`src/rtl/uart_tx_arbiter.sv`:
```
// Two-requester round-robin arbiter feeding one UART transmit byte stream.
// The owner keeps the grant until end of message, burst limit or stall timeout.
module uart_tx_arbiter #(
   parameter int MAX_BURST    = 16,
   parameter int IDLE_TIMEOUT = 255
) (
   input  logic       clk,
   input  logic       reset_n,

   input  logic [7:0] s0_axis_tdata,
   input  logic       s0_axis_tvalid,
   input  logic       s0_axis_tlast,
   output logic       s0_axis_tready,

   input  logic [7:0] s1_axis_tdata,
   input  logic       s1_axis_tvalid,
   input  logic       s1_axis_tlast,
   output logic       s1_axis_tready,

   output logic [7:0] m_axis_tdata,
   output logic       m_axis_tvalid,
   input  logic       m_axis_tready,

   output logic [1:0] grant,
   output logic       busy
);

   typedef enum logic {IDLE = 1'b0, OWN = 1'b1} state_t;

   localparam logic [7:0] BURST_LIM = 8'(MAX_BURST);
   localparam logic [7:0] IDLE_LIM  = 8'(IDLE_TIMEOUT);

   state_t     state_q, state_d;
   logic       owner_q, owner_d;
   logic       last_grant_q, last_grant_d;
   logic [7:0] burst_q, burst_d;
   logic [7:0] idle_q, idle_d;
   logic [7:0] data_q, data_d;
   logic       vld_q, vld_d;

   logic       own_valid;
   logic       own_last;
   logic [7:0] own_data;
   logic       own_ready;
   logic       load;
   logic       out_hs;
   logic       burst_hit;
   logic       idle_hit;
   logic       release_own;

   // Owner-side view: only the granted requester's signals matter in OWN.
   assign own_valid = owner_q ? s1_axis_tvalid : s0_axis_tvalid;
   assign own_last  = owner_q ? s1_axis_tlast  : s0_axis_tlast;
   assign own_data  = owner_q ? s1_axis_tdata  : s0_axis_tdata;
   assign own_ready = m_axis_tready | ~vld_q;
   assign load      = (state_q == OWN) & own_valid & own_ready;
   assign out_hs    = vld_q & m_axis_tready;
   assign burst_hit = (burst_q == BURST_LIM - 8'd1);
   assign idle_hit  = (idle_q == IDLE_LIM - 8'd1);

   always_ff @(posedge clk or negedge reset_n) begin
      if (!reset_n) begin
         state_q      <= IDLE;
         owner_q      <= 1'b0;
         last_grant_q <= 1'b1;
         burst_q      <= 8'd0;
         idle_q       <= 8'd0;
      end else begin
         state_q      <= state_d;
         owner_q      <= owner_d;
         last_grant_q <= last_grant_d;
         burst_q      <= burst_d;
         idle_q       <= idle_d;
      end
   end

   always_comb begin
      state_d      = state_q;
      owner_d      = owner_q;
      last_grant_d = last_grant_q;
      burst_d      = burst_q;
      idle_d       = idle_q;
      release_own  = 1'b0;
      if (state_q == IDLE) begin
         if (s0_axis_tvalid | s1_axis_tvalid) begin
            state_d = OWN;
            owner_d = (s0_axis_tvalid & s1_axis_tvalid) ? ~last_grant_q : s1_axis_tvalid;
            burst_d = 8'd0;
            idle_d  = 8'd0;
         end
      end else begin
         if (load) begin
            burst_d     = burst_q + 8'd1;
            idle_d      = 8'd0;
            release_own = own_last | burst_hit;
         end else if (!own_valid) begin
            idle_d      = idle_q + 8'd1;
            release_own = idle_hit;
         end
         // Counters are cleared on release, so they never reach their wrap point.
         if (release_own) begin
            state_d      = IDLE;
            last_grant_d = owner_q;
            burst_d      = 8'd0;
            idle_d       = 8'd0;
         end
      end
   end

   always_comb begin
      s0_axis_tready = 1'b0;
      s1_axis_tready = 1'b0;
      grant          = 2'b00;
      if (state_q == OWN) begin
         if (owner_q) begin
            s1_axis_tready = own_ready;
            grant          = 2'b10;
         end else begin
            s0_axis_tready = own_ready;
            grant          = 2'b01;
         end
      end
   end

   // Output register drains on its own; releasing the grant never flushes it.
   always_comb begin
      data_d = data_q;
      vld_d  = vld_q;
      if (load) begin
         data_d = own_data;
         vld_d  = 1'b1;
      end else if (out_hs) begin
         vld_d  = 1'b0;
      end
   end

   always_ff @(posedge clk or negedge reset_n) begin
      if (!reset_n) begin
         data_q <= 8'd0;
         vld_q  <= 1'b0;
      end else begin
         data_q <= data_d;
         vld_q  <= vld_d;
      end
   end

   assign m_axis_tdata  = data_q;
   assign m_axis_tvalid = vld_q;
   assign busy          = (grant != 2'b00) | vld_q;

endmodule

```
`config.mk`:
```
export PLATFORM = sky130hd
export DESIGN_NAME = uart_tx_arbiter
export DESIGN_NICKNAME = d
export VERILOG_FILES = /design/src/rtl/uart_tx_arbiter.sv
export SDC_FILE = /design/constraint.sdc
export NUM_CORES = 1
export LEC_CHECK = 0
export CAP_MARGIN = 20
export CORE_MARGIN = 5
export CORE_UTILIZATION = 53
export CTS_CLUSTER_DIAMETER = 40
export DETAILED_ROUTE_END_ITERATION = 6
export PLACE_DENSITY_LB_ADDON = 0.25
export SYNTH_ARGS = -nofsm -noshare
export SYNTH_HDL_FRONTEND = slang
export SYNTH_SLANG_ARGS = --single-unit
```
`constraint.sdc`:
```
create_clock -name clk -period 4.6 [get_ports clk]
set_clock_uncertainty 0.05 [all_clocks]
set_input_delay 1.38 -clock clk [delete_from_list [all_inputs] [get_ports clk]]
set_output_delay 1.38 -clock clk [all_outputs]
set_load 0.05 [all_outputs]
```
---- Yosys cells after proc, flatten, opt, wreduce, memory -nomap -nowiden ----
Index checks and enable logic that the tools add are counted.
storage, ports and cells
  flip-flop bits (word level) ............. 28
  output and inout port bits .............. 14
  input port bits ......................... 23
operators by class
  eq/ne operators ......................... 4
  reduce and logical (&&, ||, !) cells .... 7
  $add $sub $neg .......................... 2
  bitwise logic cells ..................... 11
  mux-type cells .......................... 26
operators by type and width
  operator               number
  $mux W8                9
  $add A8 B1 Y8 const B  2
  $mux W1                15
  $eq A8 B4 Y1 const B   1
  $eq A8 B8 Y1 const B   1
  $reduce_and A2 Y1      4
  $reduce_bool A2 Y1     3
  $and A1 B1 Y1          4
  $mux W2                2
  $ne A4 B2 Y1 const B   1
  $or A1 B1 Y1           4
  $ne A3 B1 Y1 const B   1
  $not A1 Y1             3

---- Depth between registers and ports, before layout ----
  depth after elaboration ................. 7
  gate-level depth with buffers ........... 8
  depth with buffers taken out ............ 7

---- Least setup slack after synthesis ----
No wires, ideal clock.
  path kind ............................... in2out
  from .................................... input m_axis_tready
  to ...................................... output s0_axis_tready
  cell stages on the path ................. 2
  buffers on the path ..................... 0
  setup slack ............................. 686 ps
  arrival time ............................ 2484 ps
  path through ............................ nor2b_1 > nor3_1
between the ends
  cells in the longest elaborated chain, start to end .. 3
RTL lines
  element          line  source
  start, declared  22    input logic m_axis_tready,
  $or A1 B1 Y1     55    assign own_ready = m_axis_tready | ~vld_q;
  $mux W1          115   if (owner_q) begin
  $mux W1          114   if (state_q == OWN) begin
  end, declared    13    output logic s0_axis_tready,
No other way between the ends.

---- Worst setup path in the final report ----
  from .................................... input m_axis_tready
  to ...................................... output s1_axis_tready
between the ends
  cells in the longest elaborated chain, start to end .. 3
RTL lines
  element        line  source
  $or A1 B1 Y1   55
  $mux W1        115
  $mux W1        114
  end, declared  18    output logic s1_axis_tready,
No other way between the ends.

==> results.py <==
metrics = {
    "outcome": {
        "status": "complete, no violations",
    },
    "timing": {
        "setup_tns_ns": 0,
        "setup_viol": 0,
        "grt_setup_unrepaired": "no",
        "layout_worst_path_cycle_share_pct": 84.21,
        "worst_pin_slew_ns": 1.019,
        "finalMaxSlewViolations": 0,
        "slew_headroom_pct": 32.09,
        "min_period_ns": 3.874,
        "max_freq_ghz": 0.2582,
        "setup_slack_ns": 0.7264,
        "hold_viol_final": 0,
        "whs_ns": 0.4501,
    },
    "job": {
        "drv_cap": 0,
    },
    "drt": {
        "drtAntennaViolNets": 0,
        "drc": 0,
        "vias": 1357,
        "vias_per_cell": 5.849,
        "wl_per_cell_um": 14.67,
        "first_iter_violations": 86,
        "dr.pass1.iters": 4,
        "drt-total-wl_mm": 3.404,
    },
    "power_and_ir_drop": {
        "powerDensity_mw_per_mm2": 649.0,
        "finalPower_mw": 1.275,
        "ir_drop_v": 0.0005281,
        "p_leak_nw": 0.8739,
    },
    "grt": {
        "grt_pass1_vias": 1429,
        "grt_pass1_wl_mm": 6.251,
        "grt_usage_pct": 18.74,
        "grt_max_degree": 29,
        "antenna_found_initial": 0,
        "overflow": 0,
    },
    "worst_setup_path": {
        "slowest_stage": "clkdlybuf4s50_1",
        "critPathMaxStageDelay_ns": 0.48,
        "required_ns": 3.17,
        "worstPathCellList": "clkdlybuf4s50_1, nand2b_1, and3_1, buf_4",
        "critPathKind": "input pin to output pin",
        "critical_path.max_fanout": 4,
        "end_kind": "output pin",
        "crit_family": "buffers and inverters",
        "path_buf_inv": 2,
        "cp_data_arrival_time_ns": 2.44,
        "start_kind": "input pin",
    },
    "yosys": {
        "seq_area_frac_synth_pct": 45.65,
        "syn-instance-count": 165,
        "synth_edf_count": 0,
        "netlist.area_leader.share_pct": 43.94,
        "yosys_warnings": 0,
        "synth_largest_area_cell": "dfrtp_1",
        "syn_avg_cell_area_sq_um": 9.320,
        "yosys_most_used_dff": "dfrtp_1",
        "syn_area_sq_mm": 0.001538,
        "ys_ff_latch": 28,
        "synth.area.top_cells": "dfrtp_1 (44%), nand2_1 (6.3%), mux2i_1 (5.9%)",
        "syn-num-nets": 191,
        "yosysUniqueCellTypes": 42,
        "ys_async_sr_fraction_pct": 100.0,
    },
    "die": {
        "start_util_pct": 55.76,
        "ioPinCount": 37,
        "die_w_um": 63.87,
        "row_count": 19,
        "coreArea_sq_mm": 0.002758,
        "die_h_um": 63.87,
        "dieArea_sq_mm": 0.004079,
    },
    "placed_design": {
        "hpwl_mm": 2.573,
        "place_congestion": 0.8879,
        "place_inst": 228,
        "portBuffers": 36,
        "place_area_sq_mm": 0.001912,
        "pre_cts_ws_ns": 0.7438,
    },
    "clock_tree": {
        "cts_buffers": 3,
        "postCtsSetupBuffers": 0,
        "cts_tree": "done",
        "clock_latency_ns": 0.33,
        "cts_max_level": 1,
        "cts-root-buf": "clkbuf_4",
        "cts.sinks": 28,
        "clkTransAtPathRegs_ns": 0.16,
        "cts_hold_buf": 0,
        "cts_resized": 0,
        "clk_path_buf_depth": 2,
    },
    "cells_and_area": {
        "utilization_pct": 71.23,
        "nNetsFinal": 228,
        "syn2layout_area_growth_pct": 27.75,
        "stdcell_count": 232,
        "nFillCells": 207,
        "fin_area_sq_mm": 0.001964,
        "antenna_cells": 0,
        "drive_gt1_share_pct": 8.955,
    },
    "min_path": {
        "hold_class": "flop to flop",
    },
}
[worst reg2reg max path, delay by kind of cell (launching register included)]
family	cells	cell delay, ns
flops	1	0.81
mux	1	0.40
compound gates	3	1.05
simple gates	1	0.20
[sequential cells by signal, indices dropped and copies added (netlist names)]
register and flops:
owner_q 1, state_q 1, idle_q 8, burst_q 8, m_axis_tvalid 1, m_axis_tdata 8, last_grant_q 1
[layout make-up]
cell class	count	area [sq um]	share of cell area [%]
flip-flops and latches	28	701.9	35.73
inverters	6	22.52	1.146
repair buffers	37	362.8	18.47
multi-input cells	126	785.8	40.00
clock buffers	3	22.52	1.146
clock inverters	1	30.03	1.529
well taps	31	38.79	1.975
[cell usage in the layout, fill, tap and decap left out, types with 2 or more instances in the layout]
| cell type | netlist | layout |
|---|---|---|
| inv_1 | 6 | 6 |
| nor2b_1 | 4 | 4 |
| clkdlybuf4s50_1 | 0 | 34 |
| and2_1 | 3 | 3 |
| nor2_1 | 4 | 4 |
| nand2_1 | 26 | 26 |
| o21ai_0 | 13 | 13 |
| a21oi_1 | 5 | 5 |
| nand4_1 | 2 | 2 |
| nand3_1 | 16 | 16 |
| or2_2 | 3 | 3 |
| buf_4 | 0 | 3 |
| nor3_1 | 4 | 4 |
| nand2b_1 | 2 | 2 |
| clkbuf_4 | 0 | 3 |
| ha_1 | 3 | 3 |
| o31ai_1 | 2 | 2 |
| xor2_1 | 2 | 2 |
| or3_1 | 7 | 7 |
| a31oi_1 | 2 | 2 |
| mux2i_1 | 9 | 9 |
| dfrtp_1 | 27 | 27 |
[kinds of logic after synthesis]
| logic type | count (synthesis) | share of synthesized area [%] |
|---|---|---|
| AND/OR/NAND/NOR | 78 | 27.18 |
| AO/OA/AOI/OAI | 31 | 12.21 |
| adder cells (fa/ha/maj) | 3 | 2.441 |
| XOR/XNOR | 3 | 1.709 |
| multiplexers | 11 | 7.567 |
| buffers and inverters | 11 | 3.254 |
| flip-flops | 28 | 45.65 |
[power by group]
group | internal [mW] | switching [mW] | total, mW
Sequential | 0.331 | 0.103 | 0.434
Combinational | 0.255 | 0.422 | 0.677
Clock | 0.0881 | 0.0755 | 0.164
Total | 0.675 | 0.600 | 1.27
[path summary, 6_finish.rpt]
| kind | startpoint | to | slack, ns | cells after the start |
|---|---|---|---|---|
| hold / removal | m_axis_tdata[1]$_DFFE_PN0P_ | m_axis_tdata[1]$_DFFE_PN0P_ | 0.45 | 2 |
| min in group asynchronous | reset_n | owner_q$_DFFE_PN0P_ | 1.35 | 2 |
| max in group asynchronous | reset_n | last_grant_q$_DFFE_PN1P_ | 2.85 | 2 |
| setup / recovery | m_axis_tready | s1_axis_tready | 0.73 | 4 |
| setup reg to reg | owner_q$_DFFE_PN0P_ | burst_q[4]$_DFFE_PN0P_ | 2.02 | 5 |
| hold reg to reg | m_axis_tdata[1]$_DFFE_PN0P_ | m_axis_tdata[1]$_DFFE_PN0P_ | 0.45 | 2 |
[Yosys cell counts, types with 2 or more instances]
cell	number
dfrtp_1	27
nand2_1	26
nand3_1	16
o21ai_0	13
mux2i_1	9
or3_1	7
inv_1	6
a21oi_1	5
nor2_1	4
nor2b_1	4
nor3_1	4
and2_1	3
clkbuf_1	3
ha_1	3
or2_2	3
a31oi_1	2
nand2b_1	2
nand4_1	2
o31ai_1	2
xor2_1	2
[metal layers]
metal	global-route usage (%)	vias up	share of wire (%)
li1	-	654	-
met1	21.90	659	40
met2	34.30	42	54
met3	2.802	2	4.8
met4	6.753	0	0.59
met5	0	-	0
No activity file was read; power rests on OpenSTA's default activity.
